`src/rtl/s1423_pkg.sv`:
```
// Shared types and helpers for the s1423 compare scheduler and its datapath.
// rr_pick is sized for the largest supported requester count (8).
package s1423_pkg;

    typedef enum logic [1:0] {
        IDLE = 2'd0,
        CMP  = 2'd1,
        HOLD = 2'd2
    } state_t;

    localparam int WIDTH_DEF = 5;
    localparam int ID_W_DEF  = 2;
    localparam int MAX_REQ   = 8;

    // One-hot round-robin winner: first set bit of valid at or above ptr,
    // wrapping modulo n. Returns zero when nothing is valid.
    function automatic logic [MAX_REQ-1:0] rr_pick(
        input logic [MAX_REQ-1:0] valid,
        input logic [2:0]         ptr,
        input int                 n
    );
        logic [MAX_REQ-1:0] grant;
        logic               found;
        int                 idx;
        logic [2:0]         sel;
        grant = '0;
        found = 1'b0;
        for (int k = 0; k < MAX_REQ; k++) begin
            idx = (int'(ptr) + k) % n;
            sel = idx[2:0];
            if (k < n && !found && valid[sel]) begin
                grant[sel] = 1'b1;
                found      = 1'b1;
            end
        end
        return grant;
    endfunction

endpackage

```
`src/rtl/s1423_mag_cmp.sv`:
```
// Combinational unsigned magnitude compare, MSB-first ripple of per-bit
// greater-than and equality terms (same shape as the XOR/AOI cone chain).
module s1423_mag_cmp #(
    parameter int WIDTH = 5
) (
    input  logic [WIDTH-1:0] a,
    input  logic [WIDTH-1:0] b,
    output logic             ge,
    output logic             eq
);

    logic gt_c;
    logic eq_c;

    always_comb begin
        gt_c = 1'b0;
        eq_c = 1'b1;
        // A higher bit decides only while every bit above it is equal.
        for (int i = WIDTH - 1; i >= 0; i--) begin
            gt_c = gt_c | (eq_c & a[i] & ~b[i]);
            eq_c = eq_c & ~(a[i] ^ b[i]);
        end
    end

    assign ge = gt_c | eq_c;
    assign eq = eq_c;

endmodule

```
`src/rtl/s1423_cmp_sched.sv`:
```
// Round-robin scheduler sharing one magnitude comparator among N_REQ
// requesters; results return on a single valid/ready channel tagged by ID.
module s1423_cmp_sched
    import s1423_pkg::*;
#(
    parameter int N_REQ = 4,
    parameter int WIDTH = WIDTH_DEF,
    parameter int ID_W  = ID_W_DEF,
    parameter int CNT_W = 8
) (
    input  logic                   CK,
    input  logic                   RN,
    input  logic [N_REQ-1:0]       req_valid,
    output logic [N_REQ-1:0]       req_ready,
    input  logic [N_REQ*WIDTH-1:0] req_a,
    input  logic [N_REQ*WIDTH-1:0] req_b,
    input  logic [N_REQ-1:0]       req_inv,
    output logic                   rsp_valid,
    input  logic                   rsp_ready,
    output logic [ID_W-1:0]        rsp_id,
    output logic                   rsp_ge,
    output logic                   rsp_eq,
    output logic                   busy,
    output logic [CNT_W-1:0]       cmp_count
);

    state_t            state;
    state_t            state_next;
    logic [ID_W-1:0]   rr_ptr;
    logic [N_REQ-1:0]  grant;
    logic              can_accept;
    logic              accept;
    logic              handoff;

    logic [ID_W-1:0]   win_id;
    logic [WIDTH-1:0]  win_a;
    logic [WIDTH-1:0]  win_b;
    logic              win_inv;
    logic [ID_W-1:0]   rr_next;

    logic [WIDTH-1:0]  a_reg;
    logic [WIDTH-1:0]  b_reg;
    logic              inv_reg;
    logic [ID_W-1:0]   id_reg;

    logic              cmp_ge;
    logic              cmp_eq;

    // Arbitration over the requesters, widened to the helper's fixed size.
    always_comb begin
        logic [MAX_REQ-1:0] valid_ext;
        logic [MAX_REQ-1:0] pick;
        valid_ext              = '0;
        valid_ext[N_REQ-1:0]   = req_valid;
        pick                   = rr_pick(valid_ext, 3'(rr_ptr), N_REQ);
        grant                  = pick[N_REQ-1:0];
    end

    always_comb begin
        win_id  = '0;
        win_a   = '0;
        win_b   = '0;
        win_inv = 1'b0;
        for (int i = 0; i < N_REQ; i++) begin
            if (grant[i]) begin
                win_id  = ID_W'(i);
                win_a   = req_a[i*WIDTH +: WIDTH];
                win_b   = req_b[i*WIDTH +: WIDTH];
                win_inv = req_inv[i];
            end
        end
        rr_next = (win_id == ID_W'(N_REQ - 1)) ? '0 : win_id + 1'b1;
    end

    // A new request can enter while idle, or in the same edge as a handoff.
    assign handoff    = (state == HOLD) && rsp_ready;
    assign can_accept = (state == IDLE) || handoff;
    assign accept     = can_accept && (|grant);
    assign req_ready  = (RN && can_accept) ? grant : '0;

    always_comb begin
        state_next = state;
        case (state)
            IDLE:    if (accept) state_next = CMP;
            CMP:     state_next = HOLD;
            HOLD: begin
                if (rsp_ready) state_next = accept ? CMP : IDLE;
            end
            default: state_next = IDLE;
        endcase
    end

    always_ff @(posedge CK or negedge RN) begin
        if (!RN) state <= IDLE;
        else     state <= state_next;
    end

    s1423_mag_cmp #(.WIDTH(WIDTH)) u_cmp (
        .a  (a_reg),
        .b  (b_reg),
        .ge (cmp_ge),
        .eq (cmp_eq)
    );

    // Operand capture on accept; result capture during the CMP cycle.
    always_ff @(posedge CK or negedge RN) begin
        if (!RN) begin
            rr_ptr    <= '0;
            a_reg     <= '0;
            b_reg     <= '0;
            inv_reg   <= 1'b0;
            id_reg    <= '0;
            rsp_id    <= '0;
            rsp_ge    <= 1'b0;
            rsp_eq    <= 1'b0;
            cmp_count <= '0;
        end else begin
            if (accept) begin
                a_reg   <= win_a;
                b_reg   <= win_b;
                inv_reg <= win_inv;
                id_reg  <= win_id;
                rr_ptr  <= rr_next;
            end
            if (state == CMP) begin
                rsp_id <= id_reg;
                rsp_ge <= inv_reg ? ~cmp_ge : cmp_ge;
                rsp_eq <= cmp_eq;
            end
            if (handoff) cmp_count <= cmp_count + 1'b1;
        end
    end

    assign rsp_valid = (state == HOLD);
    assign busy      = (state != IDLE);

endmodule

```
`config.mk`:
```
export PLATFORM = sky130hd
export DESIGN_NAME = s1423_cmp_sched
export DESIGN_NICKNAME = d
export VERILOG_FILES = /design/src/rtl/s1423_pkg.sv /design/src/rtl/s1423_mag_cmp.sv /design/src/rtl/s1423_cmp_sched.sv
export SDC_FILE = /design/constraint.sdc
export NUM_CORES = 1
export LEC_CHECK = 0
export CORE_ASPECT_RATIO = 0.9
export CORE_UTILIZATION = 48
export CTS_BUF_LIST = sky130_fd_sc_hd__clkbuf_8
export DETAILED_ROUTE_END_ITERATION = 6
export GPL_ROUTABILITY_DRIVEN = 0
export PLACE_DENSITY = 0.8
export SETUP_SLACK_MARGIN = 0.5
export SLEW_MARGIN = 20
export SYNTH_ARGS = -nofsm -noshare
export SYNTH_HDL_FRONTEND = slang
export SYNTH_SLANG_ARGS = --single-unit
```
`constraint.sdc`:
```
create_clock -name CK -period 3.5 [get_ports CK]
set_input_delay 0.35 -clock CK [delete_from_list [all_inputs] [get_ports CK]]
set_output_delay 0.35 -clock CK [all_outputs]
set_load 0.005 [all_outputs]
```
==> results.txt <==
----------------------------------------------------
[Run status]
  Outcome ... completed

[Placed design]
  Setup slack at placement ... ~280 ps
  Placement Cell Area ... 2890 sq um
  Cells after DPL ... 356
  PortBufs ... between 60 and 70
  Sum of net half-perimeters after detailed placement ... 4070 um

[Worst setup path]
  Cell class contributing the biggest share of worst-path delay ... compound AO/OA/AOI/OAI gates
  Startpoint Class ... flip-flop
  Combined buffer and inverter count along the critical path ... 5
  Series of cell instances along the critical path ... inv_2, ha_4, mux4_2, buf_4, nand2_1, o21ai_1, a221oi_4, buf_6, buf_4, a41oi_4, clkbuf_16, a41o_1
  Slowest cell on the critical path ... sky130_fd_sc_hd__mux4_2
  Peak per-stage delay on the critical path ... between 500 and 600 ps
  Peak fanout along the critical path ... 14
  Endpoint class of the critical path ... flip-flop
  Worst EP required ... 3680 ps
  Most used cell along the critical path ... sky130_fd_sc_hd__buf_4
  CP Class ... reg -> reg
  Arrival time of data at the critical path endpoint ... ~3200 ps

[Layout]
  Layout cell share with drive strength beyond 1 ... 0.177
  Diodes inserted ... 0
  Number of standard cells in the final layout excluding fillers ... 377
  Final cell area excluding filler cells ... ~3200 sq um
  Net total in the final layout ... approximately 380
  Syn-to-layout area delta ... 46.5%
  Number of flip-flops under the largest register name ... 8

[STA]
  Highest Clock Rate ... 332 MHz
  Final sum of negative setup slack ... 0 ps
  Slew Limit Headroom ... 0.691
  Unrepaired setup endpoints after global routing ... yes
  Transition time at the pin with the least slew margin ... about 460 ps
  Final number of setup-violating endpoints ... 0
  Final Cycle Share ... 0.861
  Final count of pins violating max slew ... 0
  Number of failing hold endpoints at the final stage ... 0
  Final Skew ... 8.34 ps
  Post-layout min period ... roughly 3000 ps
  PnR worst setup slack ... between 400 and 500 ps

[Clocking]
  Num CTS Buffers ... 5
  Clock sink count ... 29
  CTS tree ... built
  Number of hold-repair buffers added at the cts stage ... 0
  Worst skew pair latency ... 280 ps
  CTS clk-pin slew, worst paths ... 60 ps
  Number of levels the H-tree was split into ... 2
  Root cell of the clock tree ... sky130_fd_sc_hd__clkbuf_8
  Clock Tree Buf Depth ... 2

[Die]
  Area of the die ... ~4800 sq um
  Initial standard-cell utilization of the core ... 0.514
  Die W ... between 70 and 80 um
  Number of I/O pins ... 69
  Core Footprint ... ~4200 sq um
  Row count ... 22
  Vertical die dimension ... roughly 66 um

[GRT]
  First-pass GRT wire length ... 8710 um
  Total global routing overflow ... 0
  Initial antenna violation count ... 0
  Vias in the first global route ... 1,887
  Overall track demand over capacity in global routing ... 0.247
  Largest net degree at the start of global routing ... 30

[Power and ir drop]
  Pint ... 0.00181 W
  Cell leakage power ... 1.33 nW
  Share of total power in sequential cells ... 0.187
  Fraction of power spent switching nets ... 0.461
  Pwr dens ... approximately 1100 nW/um^2
  Worst supply voltage drop on vdd ... 0.000625 V
  Clock share of power ... 0.077
  Portion of total power attributed to combinational logic ... 0.735
  Switching pwr ... 0.00154 W

[Drt]
  Wire length per cell ... between 15 and 20 um
  Total wire length ... between 6000 and 7000 um
  Antenna-violating nets left ... 0
  Length of the first detailed-routing pass in iterations ... 4
  Number of violations reported at the end of detailed-routing iteration 0 ... 142
  DRC violation count after routing ... 0
  Via count of the routed design ... 2,087
  Average vias per placed instance ... approximately 5.5

[Logic synthesis]
  Portion of the post-synthesis area used by sequential elements ... 0.337
  Count of yosys warnings during synthesis ... 0
  Post-Syn Instances ... 231
  Syn Std Cell Area ... 2150 sq um
  #FFs+latches synth ... 29
  Synthesized netlist net count ... 292
  Number of different library cells in the post-synthesis netlist ... 38
  Syn_area_per_cell ... 9.31 sq um

[Run]
  Max-capacitance violation count ... 0

[Hold path]
  Classification of the worst-slack hold path ... reg -> reg

----------------------------------------------------
-- power by group through the flow --
stage	logic (W)	registers [W]	clock network [W]
finish	0.00246	0.000628	0.000260
global route	0.00266	0.000647	0.000281
floorplan	0.00151	0.000619	0
global placement	0.00195	0.000630	0
CTS	0.00215	0.000626	0.000268
detailed placement	0.00199	0.000639	0
-- repair_timing --
action / in CTS / in global routing
cloned: 0 / 1
resized for setup: 10 / 7
setup buffers: 6 / 6
setup endpoints to repair: 18 / 15
pin swaps: 5 / 2
-- worst paths after layout --
path | end | slack, ps | depth (start not counted) | from
min reg2reg | cmp_count[7] | 470 | 1 | cmp_count[7]
max in group asynchronous | rr_ptr[1] | 2700 | 2 | RN
min in group asynchronous | a_reg[0] | 510 | 2 | RN
min | cmp_count[7] | 470 | 1 | cmp_count[7]
max | rr_ptr[0] | 490 | 12 | rr_ptr[1]
max reg2reg | rr_ptr[0] | 490 | 12 | rr_ptr[1]
-- layout make-up --
| type | instances | area [sq um] |
|---|---|---|
| clock inverter | 3 | 13.8 |
| fill | 310 | 1030 |
| clock buffer | 5 | 68.8 |
| inverter | 20 | 75.1 |
| sequential | 29 | 727 |
| tap | 60 | 75.1 |
| multi-input combinational | 171 | 1310 |
| timing repair buffer | 89 | 883 |
-- cells in the final DEF, fill, tap and decap left out, drive strengths merged, types with 6 or more instances in the layout --
cell / netlist / layout
clkdlybuf4s50: 0 / 63
nand2: 32 / 32
dfrtp: 29 / 29
nor2: 21 / 21
inv: 20 / 21
buf: 10 / 20
o21ai: 20 / 20
nor3b: 14 / 14
a31oi: 12 / 12
o221ai: 11 / 11
ha: 10 / 10
xnor2: 7 / 7
clkbuf: 1 / 6
a221oi: 6 / 6
-- routing by layer --
metal | routed length, um | track usage | vias up | part of all wire
met5 | 0 | 0 | - | 0
met4 | 150 | 0.118 | 0 | 0.025
met3 | 445 | 0.0475 | 11 | 0.073
met2 | 2940 | 0.407 | 101 | 0.49
met1 | 2520 | 0.311 | 977 | 0.42
li1 | - | - | 998 | -
-- cell families after synthesis --
| kind of cell | share of synthesized area |
|---|---|
| AOI/OAI and AO/OA | 0.222 |
| and+or+nand+nor | 0.215 |
| DFF | 0.337 |
| buffers and inverters | 0.0727 |
| muxes | 0.0366 |
| xor gates and xnor gates | 0.0489 |
| adders and majority gates | 0.0675 |
-- through the flow --
step            util  hold WS (ps)  total power [W]
2_1_floorplan      -          54.4          0.00213
3_3_place_gp   0.690           459          0.00258
3_5_place_dp   0.690           466          0.00263
4_1_cts        0.729           481          0.00305
5_1_grt        0.753           497          0.00359
6_report       0.753           471          0.00335
-- synthesized netlist by cell type --
library cell / number / share of area
sky130_fd_sc_hd__nand2_1: 32 / 0.056
sky130_fd_sc_hd__dfrtp_1: 29 / 0.34
sky130_fd_sc_hd__nor2_1: 21 / 0.037
sky130_fd_sc_hd__inv_1: 20 / 0.035
sky130_fd_sc_hd__o21ai_0: 15 / 0.035
sky130_fd_sc_hd__a31oi_1: 12 / 0.035
sky130_fd_sc_hd__o221ai_1: 11 / 0.045
sky130_fd_sc_hd__ha_1: 10 / 0.058
sky130_fd_sc_hd__nor3b_2: 9 / 0.052
sky130_fd_sc_hd__xnor2_1: 7 / 0.029
sky130_fd_sc_hd__buf_2: 5 / 0.012
sky130_fd_sc_hd__nand3_1: 5 / 0.012
sky130_fd_sc_hd__nor2b_1: 5 / 0.015
sky130_fd_sc_hd__nor3b_1: 5 / 0.017
sky130_fd_sc_hd__o21ai_1: 5 / 0.012
sky130_fd_sc_hd__xor2_1: 5 / 0.020
sky130_fd_sc_hd__buf_6: 4 / 0.021
sky130_fd_sc_hd__a221oi_2: 3 / 0.021
sky130_fd_sc_hd__a221oi_4: 3 / 0.037
sky130_fd_sc_hd__mux2_2: 3 / 0.016
sky130_fd_sc_hd__a21oi_1: 2 / 0.0047
sky130_fd_sc_hd__a221o_1: 2 / 0.0093
sky130_fd_sc_hd__maj3_1: 2 / 0.0093
sky130_fd_sc_hd__mux4_2: 2 / 0.021
sky130_fd_sc_hd__a22o_1: 1 / 0.0041
sky130_fd_sc_hd__a22oi_1: 1 / 0.0035
sky130_fd_sc_hd__a41o_1: 1 / 0.0047
sky130_fd_sc_hd__a41oi_2: 1 / 0.0076
sky130_fd_sc_hd__and3_1: 1 / 0.0029
sky130_fd_sc_hd__and3b_1: 1 / 0.0041
sky130_fd_sc_hd__buf_4: 1 / 0.0035
sky130_fd_sc_hd__clkbuf_1: 1 / 0.0017
sky130_fd_sc_hd__nand2b_1: 1 / 0.0029
sky130_fd_sc_hd__nor3_1: 1 / 0.0023
sky130_fd_sc_hd__nor3_4: 1 / 0.0076
sky130_fd_sc_hd__nor4b_1: 1 / 0.0041
sky130_fd_sc_hd__o41ai_1: 1 / 0.0041
sky130_fd_sc_hd__or2_2: 1 / 0.0029
No activity file was read; power rests on OpenSTA's default activity.
